==> src/rtl/sc_req_arbiter.sv <==
// Round-robin arbiter sharing one single-outstanding transaction port among NUM_REQ requesters,
// with per-requester accept/completion pulses and a WAIT-phase completion timeout.
module sc_req_arbiter #(
    parameter int unsigned NUM_REQ    = 4,
    parameter int unsigned DATA_WIDTH = 64,
    parameter int unsigned ADDR_WIDTH = 40,
    parameter int unsigned ID_WIDTH   = 12,
    parameter int unsigned TIMEOUT    = 1024
) (
    input  logic                             clk,
    input  logic                             rst_n,
    input  logic [NUM_REQ-1:0]               req_valid,
    input  logic [NUM_REQ-1:0]               req_we,
    input  logic [NUM_REQ*ADDR_WIDTH-1:0]    req_addr,
    input  logic [NUM_REQ*DATA_WIDTH-1:0]    req_wdata,
    input  logic [NUM_REQ*DATA_WIDTH/8-1:0]  req_wstrb,
    input  logic [NUM_REQ*8-1:0]             req_len,
    output logic [NUM_REQ-1:0]               req_ack,
    output logic [NUM_REQ-1:0]               rsp_valid,
    output logic [DATA_WIDTH-1:0]            rsp_rdata,
    output logic                             rsp_err,
    output logic                             m_valid,
    input  logic                             m_ready,
    output logic                             m_we,
    output logic [ADDR_WIDTH-1:0]            m_addr,
    output logic [DATA_WIDTH-1:0]            m_wdata,
    output logic [DATA_WIDTH/8-1:0]          m_wstrb,
    output logic [7:0]                       m_len,
    output logic [ID_WIDTH-1:0]              m_id,
    input  logic                             m_done,
    input  logic [DATA_WIDTH-1:0]            m_rdata,
    output logic                             busy,
    output logic [$clog2(NUM_REQ)-1:0]       grant_idx
);

    localparam int unsigned IDX_W  = (NUM_REQ > 1) ? $clog2(NUM_REQ) : 1;
    localparam int unsigned STRB_W = DATA_WIDTH / 8;
    localparam int unsigned TO_W   = (TIMEOUT > 1) ? $clog2(TIMEOUT) : 1;

    typedef enum logic [1:0] {
        S_IDLE  = 2'd0,
        S_ISSUE = 2'd1,
        S_WAIT  = 2'd2
    } state_e;

    typedef struct packed {
        logic                  we;
        logic [ADDR_WIDTH-1:0] addr;
        logic [DATA_WIDTH-1:0] wdata;
        logic [STRB_W-1:0]     wstrb;
        logic [7:0]            len;
    } mreq_t;

    state_e                state_q, state_d;
    logic [IDX_W-1:0]      rr_q, rr_d;
    logic [IDX_W-1:0]      grant_q, grant_d;
    logic                  m_valid_q, m_valid_d;
    mreq_t                 mreq_q, mreq_d;
    logic [TO_W-1:0]       cnt_q, cnt_d;
    logic [NUM_REQ-1:0]    rsp_valid_q, rsp_valid_d;
    logic [DATA_WIDTH-1:0] rsp_rdata_q, rsp_rdata_d;
    logic                  rsp_err_q, rsp_err_d;
    logic                  busy_q, busy_d;

    mreq_t                 lane [NUM_REQ];
    logic                  win_found;
    logic [IDX_W-1:0]      win_idx;
    logic [IDX_W-1:0]      rr_next;

    for (genvar gi = 0; gi < NUM_REQ; gi++) begin : g_lane
        assign lane[gi] = '{we:    req_we[gi],
                            addr:  req_addr[gi*ADDR_WIDTH +: ADDR_WIDTH],
                            wdata: req_wdata[gi*DATA_WIDTH +: DATA_WIDTH],
                            wstrb: req_wstrb[gi*STRB_W +: STRB_W],
                            len:   req_len[gi*8 +: 8]};
    end

    // First requesting index scanning upward from rr_q with wrap-around
    always_comb begin
        win_found = 1'b0;
        win_idx   = rr_q;
        for (int unsigned off = 0; off < NUM_REQ; off++) begin
            int unsigned cand;
            cand = 32'(rr_q) + off;
            if (cand >= NUM_REQ) cand = cand - NUM_REQ;
            if (!win_found && req_valid[IDX_W'(cand)]) begin
                win_found = 1'b1;
                win_idx   = IDX_W'(cand);
            end
        end
    end

    assign rr_next = (grant_q == IDX_W'(NUM_REQ - 1)) ? '0 : grant_q + IDX_W'(1);

    // Next-state and registered-output logic
    always_comb begin
        state_d     = state_q;
        rr_d        = rr_q;
        grant_d     = grant_q;
        m_valid_d   = m_valid_q;
        mreq_d      = mreq_q;
        cnt_d       = cnt_q;
        rsp_valid_d = '0;
        rsp_rdata_d = rsp_rdata_q;
        rsp_err_d   = rsp_err_q;
        req_ack     = '0;

        unique case (state_q)
            S_IDLE: begin
                if (win_found) begin
                    grant_d   = win_idx;
                    mreq_d    = lane[win_idx];
                    m_valid_d = 1'b1;
                    state_d   = S_ISSUE;
                end
            end
            S_ISSUE: begin
                if (m_valid_q && m_ready) begin
                    req_ack[grant_q] = 1'b1;
                    m_valid_d        = 1'b0;
                    cnt_d            = '0;
                    state_d          = S_WAIT;
                end
            end
            S_WAIT: begin
                // Completion takes priority over a simultaneous timeout expiry
                if (m_done) begin
                    rsp_valid_d[grant_q] = 1'b1;
                    rsp_rdata_d          = m_rdata;
                    rsp_err_d            = 1'b0;
                    rr_d                 = rr_next;
                    state_d              = S_IDLE;
                end else if ((TIMEOUT != 0) && (cnt_q == TO_W'(TIMEOUT - 1))) begin
                    rsp_valid_d[grant_q] = 1'b1;
                    rsp_rdata_d          = '0;
                    rsp_err_d            = 1'b1;
                    rr_d                 = rr_next;
                    state_d              = S_IDLE;
                end else begin
                    cnt_d = cnt_q + TO_W'(1);
                end
            end
            default: begin
                state_d = S_IDLE;
            end
        endcase

        busy_d = (state_d != S_IDLE);
    end

    always_ff @(posedge clk or negedge rst_n) begin
        if (!rst_n) begin
            state_q     <= S_IDLE;
            rr_q        <= '0;
            grant_q     <= '0;
            m_valid_q   <= 1'b0;
            mreq_q      <= '0;
            cnt_q       <= '0;
            rsp_valid_q <= '0;
            rsp_rdata_q <= '0;
            rsp_err_q   <= 1'b0;
            busy_q      <= 1'b0;
        end else begin
            state_q     <= state_d;
            rr_q        <= rr_d;
            grant_q     <= grant_d;
            m_valid_q   <= m_valid_d;
            mreq_q      <= mreq_d;
            cnt_q       <= cnt_d;
            rsp_valid_q <= rsp_valid_d;
            rsp_rdata_q <= rsp_rdata_d;
            rsp_err_q   <= rsp_err_d;
            busy_q      <= busy_d;
        end
    end

    assign m_valid   = m_valid_q;
    assign m_we      = mreq_q.we;
    assign m_addr    = mreq_q.addr;
    assign m_wdata   = mreq_q.wdata;
    assign m_wstrb   = mreq_q.wstrb;
    assign m_len     = mreq_q.len;
    assign m_id      = ID_WIDTH'(grant_q);
    assign rsp_valid = rsp_valid_q;
    assign rsp_rdata = rsp_rdata_q;
    assign rsp_err   = rsp_err_q;
    assign busy      = busy_q;
    assign grant_idx = grant_q;

endmodule

==> config.mk <==
export PLATFORM = sky130hd
export DESIGN_NAME = sc_req_arbiter
export DESIGN_NICKNAME = d
export VERILOG_FILES = /design/src/rtl/sc_req_arbiter.sv
export SDC_FILE = /design/constraint.sdc
export NUM_CORES = 1
export LEC_CHECK = 0
export BUFFER_PORTS_ARGS = -buffer_cell sky130_fd_sc_hd__buf_2
export CORE_AREA = 2 2 296 298
export CTS_BUF_LIST = sky130_fd_sc_hd__clkbuf_2
export DETAILED_ROUTE_END_ITERATION = 6
export DIE_AREA = 0 0 298 300
export SLEW_MARGIN = 30
export SYNTH_ARGS = -nofsm -noshare
export SYNTH_HDL_FRONTEND = slang
export SYNTH_SLANG_ARGS = --single-unit
==> constraint.sdc <==
create_clock -name clk -period 2.8 [get_ports clk]
set_input_delay 0.56 -clock clk [delete_from_list [all_inputs] [get_ports clk]]
set_output_delay 0.56 -clock clk [all_outputs]
set_load 0.01 [all_outputs]
==> results of run 1 <==
==> cells in the mapped netlist, types with 2 or more instances <==
library cell	instances	share of area, %
a211oi_1	186	12
a21oi_1	32	1.4
a221o_1	28	2.4
a22o_1	64	4.9
a311oi_1	2	0.15
and3_1	3	0.16
and4_1	94	7.2
buf_1	6	0.20
buf_2	32	1.4
buf_4	15	0.98
clkbuf_1	78	2.5
dfrtp_1	208	45
ha_1	5	0.54
inv_1	8	0.26
mux2_2	29	2.8
mux2i_1	93	8.1
nand2_1	7	0.23
nand3_1	37	1.6
nand4_1	5	0.27
nor2_1	108	3.5
nor2b_1	7	0.38
nor3_1	3	0.13
nor3b_1	2	0.13
o21ai_0	34	1.5
o21ai_1	3	0.13
or3_1	3	0.16
xor2_1	3	0.23
==> path summary, 6_finish.rpt <==
kind | endpoint | cells past startpoint | slack (ns)
hold reg to reg | rsp_rdata[32] | 1 | 0.51
setup reg to reg | m_wdata[1] | 7 | 0.10
max in group asynchronous | m_addr[9] | 4 | 1.58
setup / recovery | req_ack[0] | 3 | 0.02
min in group asynchronous | m_wdata[4] | 3 | 0.62
hold / removal | m_wdata[8] | 4 | 0.16
==> critical path, stage by stage, from the launching register on <==
cell and delay [ns]:
dfrtp_2 0.43, nand4b_1 0.32, nor2_1 0.21, buf_2 0.17
==> flip-flops by register name, summed over array words and instances (netlist names) <==
| name | flops |
|---|---|
| rsp_valid | 4 |
| rsp_rdata | 64 |
| cnt_q | 10 |
| m_wstrb | 8 |
| m_addr | 40 |
| m_wdata | 64 |
| m_valid | 1 |
| busy | 1 |
| m_len | 8 |
| grant_idx | 2 |
| m_we | 1 |
| rsp_err | 1 |
| rr_q | 2 |
| state_q | 2 |
==> per-layer routing <==
metal | wire [um] | vias up | track usage [%]
met3 | 8099 | 253 | 5.065
met4 | 4052 | 12 | 8.172
met1 | 28780 | 7674 | 18.86
met2 | 34490 | 1159 | 25.89
met5 | 76 | - | 0
li1 | - | 7057 | -
==> power breakdown <==
| group | total (mW) | switching, mW | internal [mW] | leakage (nW) |
|---|---|---|---|---|
| Combinational | 11.1 | 5.87 | 5.21 | 8.11 |
| Sequential | 5.33 | 0.929 | 4.40 | 2.47 |
| Clock | 2.34 | 1.51 | 0.829 | 0.391 |
==> area by class of cell <==
type	instances	area [sq um]	share of cell area [%]
antenna	20	50.05	0.2129
clock buffer	84	420.4	1.789
clock inverter	15	82.58	0.3513
inverter	8	30.03	0.1278
multi-input combinational	776	5842	24.85
sequential	208	5214	22.18
tap	1155	1445	6.148
timing repair buffer	1406	10420	44.34
==> kinds of logic after synthesis <==
kind of cell | share of synthesized area [%]
flip-flops | 45.26
AO/OA/AOI/OAI | 23.07
other | 0.03261
adder cells (fa/ha/maj) | 0.5440
multiplexers | 10.93
AND/OR/NAND/NOR | 14.48
XOR/XNOR | 0.3047
buffers and inverters | 5.374
==> stage by stage <==
step / instances / instance area [sq um]
floorplan: 1123 / 11530
global placement: 2969 / 17030
detailed placement: 2969 / 17030
CTS: 3631 / 23180
global route: 3661 / 23480
finish: 3672 / 23510
==> repair_timing <==
item                                    in CTS  in global routing
pin swaps                                    3                  5
hold buffers                               559                  0
endpoints found under the setup margin       5                 61
endpoints found under the hold margin      414                  0
gates cloned                                 0                  3
gates resized for setup                      6                 13
buffers inserted                             4                 18
==> metrics.md, run 1 <==
| Metric | Value |
|---|---|
| Max-slew violations | `0` |
| Fmax achieved | `359.6 MHz` |
| TritonCTS buffer count | `59` |
| Final Hold Fails | `0` |
| First-pass GRT wire length | `107,800 um` |
| Layout overhead on the synthesized area | `104.4%` |
| Worst Max-Slew Pin Slew | `0.8829 ns` |
| Residual overflow from global routing | `0` |
| Ports | `766` |
| Hold Slack | `0.1599 ns` |
| H-tree levels | `2` |
| Worst setup startpoint | `state_q[1]` |
| Routability Congestion | `0.9017` |
| Via density | `4.400` |
| Buffers on Ports | `755` |
| Antenna violations before repair | `31` |
| Minimum clock period | `2.781 ns` |
| Crit Path Max Fanout | `5` |
| Critical path type | `reg -> out` |
| Syn Area/Cell | `10.32 sq um` |
| Peak VDD IR | `0.0003922 V` |
| Worst setup margin | `0.01906 ns` |
| Static leakage | `10.97 nW` |
| Wirelength per Cell | `20.56 um` |
| Residual DRC | `0` |
| Rows | `108` |
| Main synth FF type | `dfrtp_1` |
| Power Density | `797.9 nW/um^2` |
| Most frequent cells in the layout | `buf_2 (754), dlygate4sd3_1 (558), dfrtp_1 (201)` |
| Total Power | `18.76 mW` |
| GRT Util Overall | `15.93%` |
| Fillcell total | `8,933` |
| Worst EP arrival | `2.22 ns` |
| Pin count of the biggest net entering global routing | `65` |
| Final Cycle Share | `99.32%` |
| Final HPWL DP | `49,910 um` |
| CTS tree | `yes` |
| Core Area | `86,210 sq um` |
| CTS Buffer Depth | `3` |
| Most common cell after layout, fill and taps aside | `buf_2` |
| Die ar. | `89,400 sq um` |
| 1st-pass router iterations | `5` |
| Pre-CTS setup slack | `-0.1914 ns` |
| Required time worst endpoint | `2.24 ns` |
| Hold WC Path Type | `in -> reg` |
| Total routed wirelength | `75,500 um` |
| Worst hold start | `req_wdata[200]` |
| Cell count after synthesis | `1,114` |
| Clk_skew | `0.1197 ns` |
| Initial drt markers | `1,229` |
| Synthesized flop and latch total | `208` |
| EDFF count, synth | `0` |
| CTS sink cnt | `208` |
| Share of layout cells above drive strength 1 | `39.85%` |
| Seq/Total Area, Yosys | `45.26%` |
| RSZ-0062 raised after global routing | `true` |
| Type of origin of the critical path | `flip-flop` |
| Clock Pin Slew Worst Setup and Hold Paths | `0.09 ns` |
| Layout Nets | `3,020` |
| Vias in the first global route | `16,793` |
| Worst R2R Start | `rr_q[1]` |
| Distinct cells, synth | `46` |
| Clk_lat worst skew | `1.10 ns` |
| Initial Util | `13.34%` |
| Yosys warns | `0` |
| Total negative slack | `0 ns` |
| Cell area after synthesis | `11,500 sq um` |
| Die W | `298 um` |
| CP Capture Type | `output port` |
| Post-DRT Antenna Nets | `0` |
| Root buf cell | `clkbuf_2` |
| Final setup vio count | `0` |
| Via Count | `16,155` |
| Fin util | `27.26%` |
| Asr flop ratio synth | `100.0%` |
| Die height | `300 um` |
| Slew headroom | `41.14%` |
| Status | `completed` |
| MaxCap Viol Count | `0` |
Note: power is estimated with default switching activity, not from simulation.
==> inputs of run 2 (changes only) <==
Settings changed: MAX_ROUTING_LAYER set to met4.
==> run 2 against run 1 <==
Net effect:
- the run now fails in clock tree synthesis
- synthesized area did not move
- synthesized cell count unchanged
==> metrics.md, run 2 <==
| Metric | Value |
|---|---|
| Status | `stopped before the end` |
| Last flow stage reached | `clock tree synthesis` |
| Err | `[ERROR RSZ-0060] Max buffer count reached.` |
| Die height | `300 um (unchanged)` |
| CTS Buffer Depth | `3 (unchanged)` |
| Routability Congestion | `0.9007 (-0.11%)` |
| Top cells by area, synth | `dfrtp_1 (45%), a211oi_1 (12%), mux2i_1 (8.1%), and4_1 (7.2%), a22o_1 (4.9%)` |
| Cell count after synthesis | `1,114 (unchanged)` |
| Asr flop ratio synth | `100.0% (unchanged)` |
| Buffers on Ports | `755 (unchanged)` |
| Die W | `298 um (unchanged)` |
| Rows | `108 (unchanged)` |
| Cell area after synthesis | `11,500 sq um (unchanged)` |
| Distinct cells, synth | `46 (unchanged)` |
| Syn Area/Cell | `10.32 sq um (unchanged)` |
| Count leader, synth | `dfrtp_1` |
| Synth cell count leaders | `dfrtp_1 (208), a211oi_1 (186), nor2_1 (108)` |
| Ports | `766 (unchanged)` |
| Post-CTS resize count | `13 (+7)` |
| Synthesized flop and latch total | `208 (unchanged)` |
| Yosys warns | `0 (unchanged)` |
| # hold bufs at CTS | `618 (+11%)` |
| Setup Buffers After CTS | `6 (+2)` |
| Synth area leader | `dfrtp_1` |
| Seq/Total Area, Yosys | `45.26% (unchanged)` |
| EDFF count, synth | `0 (unchanged)` |
| Main synth FF type | `dfrtp_1` |
| TritonCTS buffer count | `67 (+14%)` |
| Pre-CTS setup slack | `0.04851 ns (+0.2399 ns)` |
| CTS sink cnt | `208 (unchanged)` |
| Final HPWL DP | `49,760 um (-0.29%)` |
| H-tree levels | `3 (+1)` |
| Synth top area share | `45.26% (unchanged)` |
| Root buf cell | `clkbuf_2` |
| Initial Util | `13.34% (unchanged)` |
-- run 2: cell counts after synthesis --
No cell type changed its count.
-- run 2: cells by family after synthesis --
family / count (synthesis) / share of synthesized area [%]
XOR/XNOR: 4 / 0.3047
buffers and inverters: 139 / 5.374
other: 1 / 0.03261
AND/OR/NAND/NOR: 279 / 14.48
flip-flops: 208 / 45.26
AO/OA/AOI/OAI: 356 / 23.07
multiplexers: 122 / 10.93
adder cells (fa/ha/maj): 5 / 0.5440
-- run 2: stage by stage --
step / hold WS, ns / instances / utilization, % / cell area (sq um)
after floorplan: 0.2644 / 1123 / - / 11530
after global placement: 0.4838 / 2963 / 19.70 / 16980
after detailed placement: 0.4853 / 2963 / 19.70 / 16980
==> inputs of run 3 (changes only) <==
Settings changed: CORE_AREA 2 2 296 298 to 2 2 295 297, CTS_BUF_LIST sky130_fd_sc_hd__clkbuf_2 to not set, DIE_AREA 0 0 298 300 to 0 0 297 299, MAX_ROUTING_LAYER met4 to not set, PLACE_DENSITY_LB_ADDON set to 0.15.
==> run 3 against run 2 <==
Net effect:
- the run now ends clean
==> metrics.md, run 3 (synthesized netlist as in run 1, its figures left out) <==
| Metric | Value |
|---|---|
| Status | `completed` |
| Int Pwr | `10.33 mW` |
| Worst setup margin | `0.2550 ns` |
| 1st-pass router iterations | `5` |
| CTS sink cnt | `208 (unchanged)` |
| Via Count | `12,493` |
| Minimum clock period | `2.545 ns` |
| Final Cycle Share | `90.89%` |
| Routability Congestion | `0.8194 (-9.0%)` |
| Worst setup startpoint | `state_q[0]` |
| Die W | `297 um (-0.34%)` |
| CP Capture Type | `output port` |
| Final instance area | `17,890 sq um` |
| Critical path's top delay family | `simple AND/OR/NAND/NOR gates` |
| MaxCap Viol Count | `0` |
| Antenna violations before repair | `22` |
| Power Density | `1002 nW/um^2` |
| Pre-CTS setup slack | `-0.02590 ns (-0.07441 ns)` |
| Most frequent cells in the layout | `buf_2 (754), dfrtp_1 (208), a211oi_1 (186)` |
| Fin cells | `3,020` |
| Slowest stage delay, CP | `0.51 ns` |
| Fillcell total | `9,623` |
| Worst R2R Start | `rr_q[1]` |
| Ports | `766 (unchanged)` |
| Multi-input logic area | `5816 sq um` |
| FF/Latch Area | `5205 sq um` |
| Buf/Inv on CP | `1` |
| Fin util | `20.82%` |
| Static leakage | `8.441 nW` |
| Clock Pin Slew Worst Setup and Hold Paths | `0.05 ns` |
| Gate power share | `51.4%` |
| Required time worst endpoint | `2.24 ns` |
| RSZ-0062 raised after global routing | `false` |
| Hold Slack | `0.1954 ns` |
| H-tree levels | `1 (-2)` |
| Peak VDD IR | `0.0003294 V` |
| Initial Util | `13.38% (+0.042 points)` |
| # hold bufs at CTS | `1 (-99.8%)` |
| Slowest cell on the critical path | `dfrtp_1` |
| Crit Path Max Fanout | `10` |
| Type of origin of the critical path | `flip-flop` |
| Die ar. | `88,800 sq um` |
| Final setup vio count | `0` |
| Vias in the first global route | `12,962` |
| Slew headroom | `41.61%` |
| Rows | `108 (unchanged)` |
| TritonCTS buffer count | `29 (-57%)` |
| Net Sw Power | `7.597 mW` |
| Critical path type | `reg -> out` |
| Final HPWL DP | `48,630 um (-2.3%)` |
| Fmax achieved | `392.9 MHz` |
| Final Hold Fails | `0` |
| Core Area | `85,940 sq um` |
| Buffers on Ports | `755 (unchanged)` |
| Clock network power share | `19.6%` |
| Clk_lat worst skew | `0.58 ns` |
| CTS Buffer Depth | `3 (unchanged)` |
| Die height | `299 um (-0.33%)` |
| Hold WC Path Type | `in -> reg` |
| Total Power | `17.93 mW` |
| Layout Nets | `2,402` |
| Seq pwr share | `29.0%` |
| Share of layout cells above drive strength 1 | `48.55%` |
| GRT Util Overall | `13.65%` |
| Worst Max-Slew Pin Slew | `0.8758 ns` |
| Worst hold start | `m_rdata[58]` |
| Layout overhead on the synthesized area | `55.57%` |
| Via density | `4.137` |
| Dpl cell area | `17,000 sq um (+0.12%)` |
| Post-CTS resize count | `0 (-13)` |
| Worst EP arrival | `1.98 ns` |
| CP Cell Sequence | `nand4b_1 -> nor2_1 -> buf_2` |
| Root buf cell | `clkbuf_16` |
| Residual DRC | `0` |
| Dpl cells | `2,964 (+0.034%)` |
| Initial drt markers | `484` |
| Post-DRT Antenna Nets | `0` |
| Net Sw Frac | `42.37%` |
| Max-slew violations | `0` |
| Pin count of the biggest net entering global routing | `96` |
| Residual overflow from global routing | `0` |
| Total routed wirelength | `63,970 um` |
| Most common cell after layout, fill and taps aside | `buf_2` |
| First-pass GRT wire length | `91,220 um` |
| CTS tree | `yes` |
| Wirelength per Cell | `21.18 um` |
| Clk_skew | `0.01733 ns` |
| Setup Buffers After CTS | `0 (-6)` |
| Total negative slack | `0 ns` |
[run 3: power by group through the flow]
stage / clock (mW) / combinational (mW) / sequential, mW
CTS: 3.67 / 9.44 / 5.22
finish: 3.51 / 9.22 / 5.21
global route: 3.79 / 10.0 / 5.39
floorplan: 0 / 4.46 / 5.76
global placement: 0 / 9.40 / 5.24
detailed placement: 0 / 9.45 / 5.23
[run 3: area by class of cell]
type,instances,area share [%]
Sequential cell,208,29.09
Inverter,8,0.1678
Timing Repair Buffer,818,25.23
Antenna cell,9,0.1259
Multi-Input combinational cell,776,32.50
Tap cell,1155,8.077
Clock inverter,9,0.4126
Clock buffer,37,4.392
[run 3: worst paths after layout]
check                                      to  slack [ns]  cells past startpoint
worst max-delay path               req_ack[0]        0.26                      3
worst min-delay path            rsp_rdata[58]        0.20                      2
worst max register to register    m_wdata[31]        0.31                      6
worst min register to register  rsp_rdata[36]        0.50                      1
max in group asynchronous       rsp_rdata[26]        1.48                      3
min in group asynchronous         m_wdata[19]        0.55                      2
[run 3: per-layer routing]
| metal | up-vias | GRT usage [%] | part of all wire (%) |
|---|---|---|---|
| met5 | - | 0 | 0.033 |
| met4 | 4 | 3.307 | 1.6 |
| met3 | 71 | 3.017 | 6.2 |
| met2 | 552 | 23.48 | 50 |
| met1 | 6088 | 17.30 | 42 |
| li1 | 5778 | - | - |
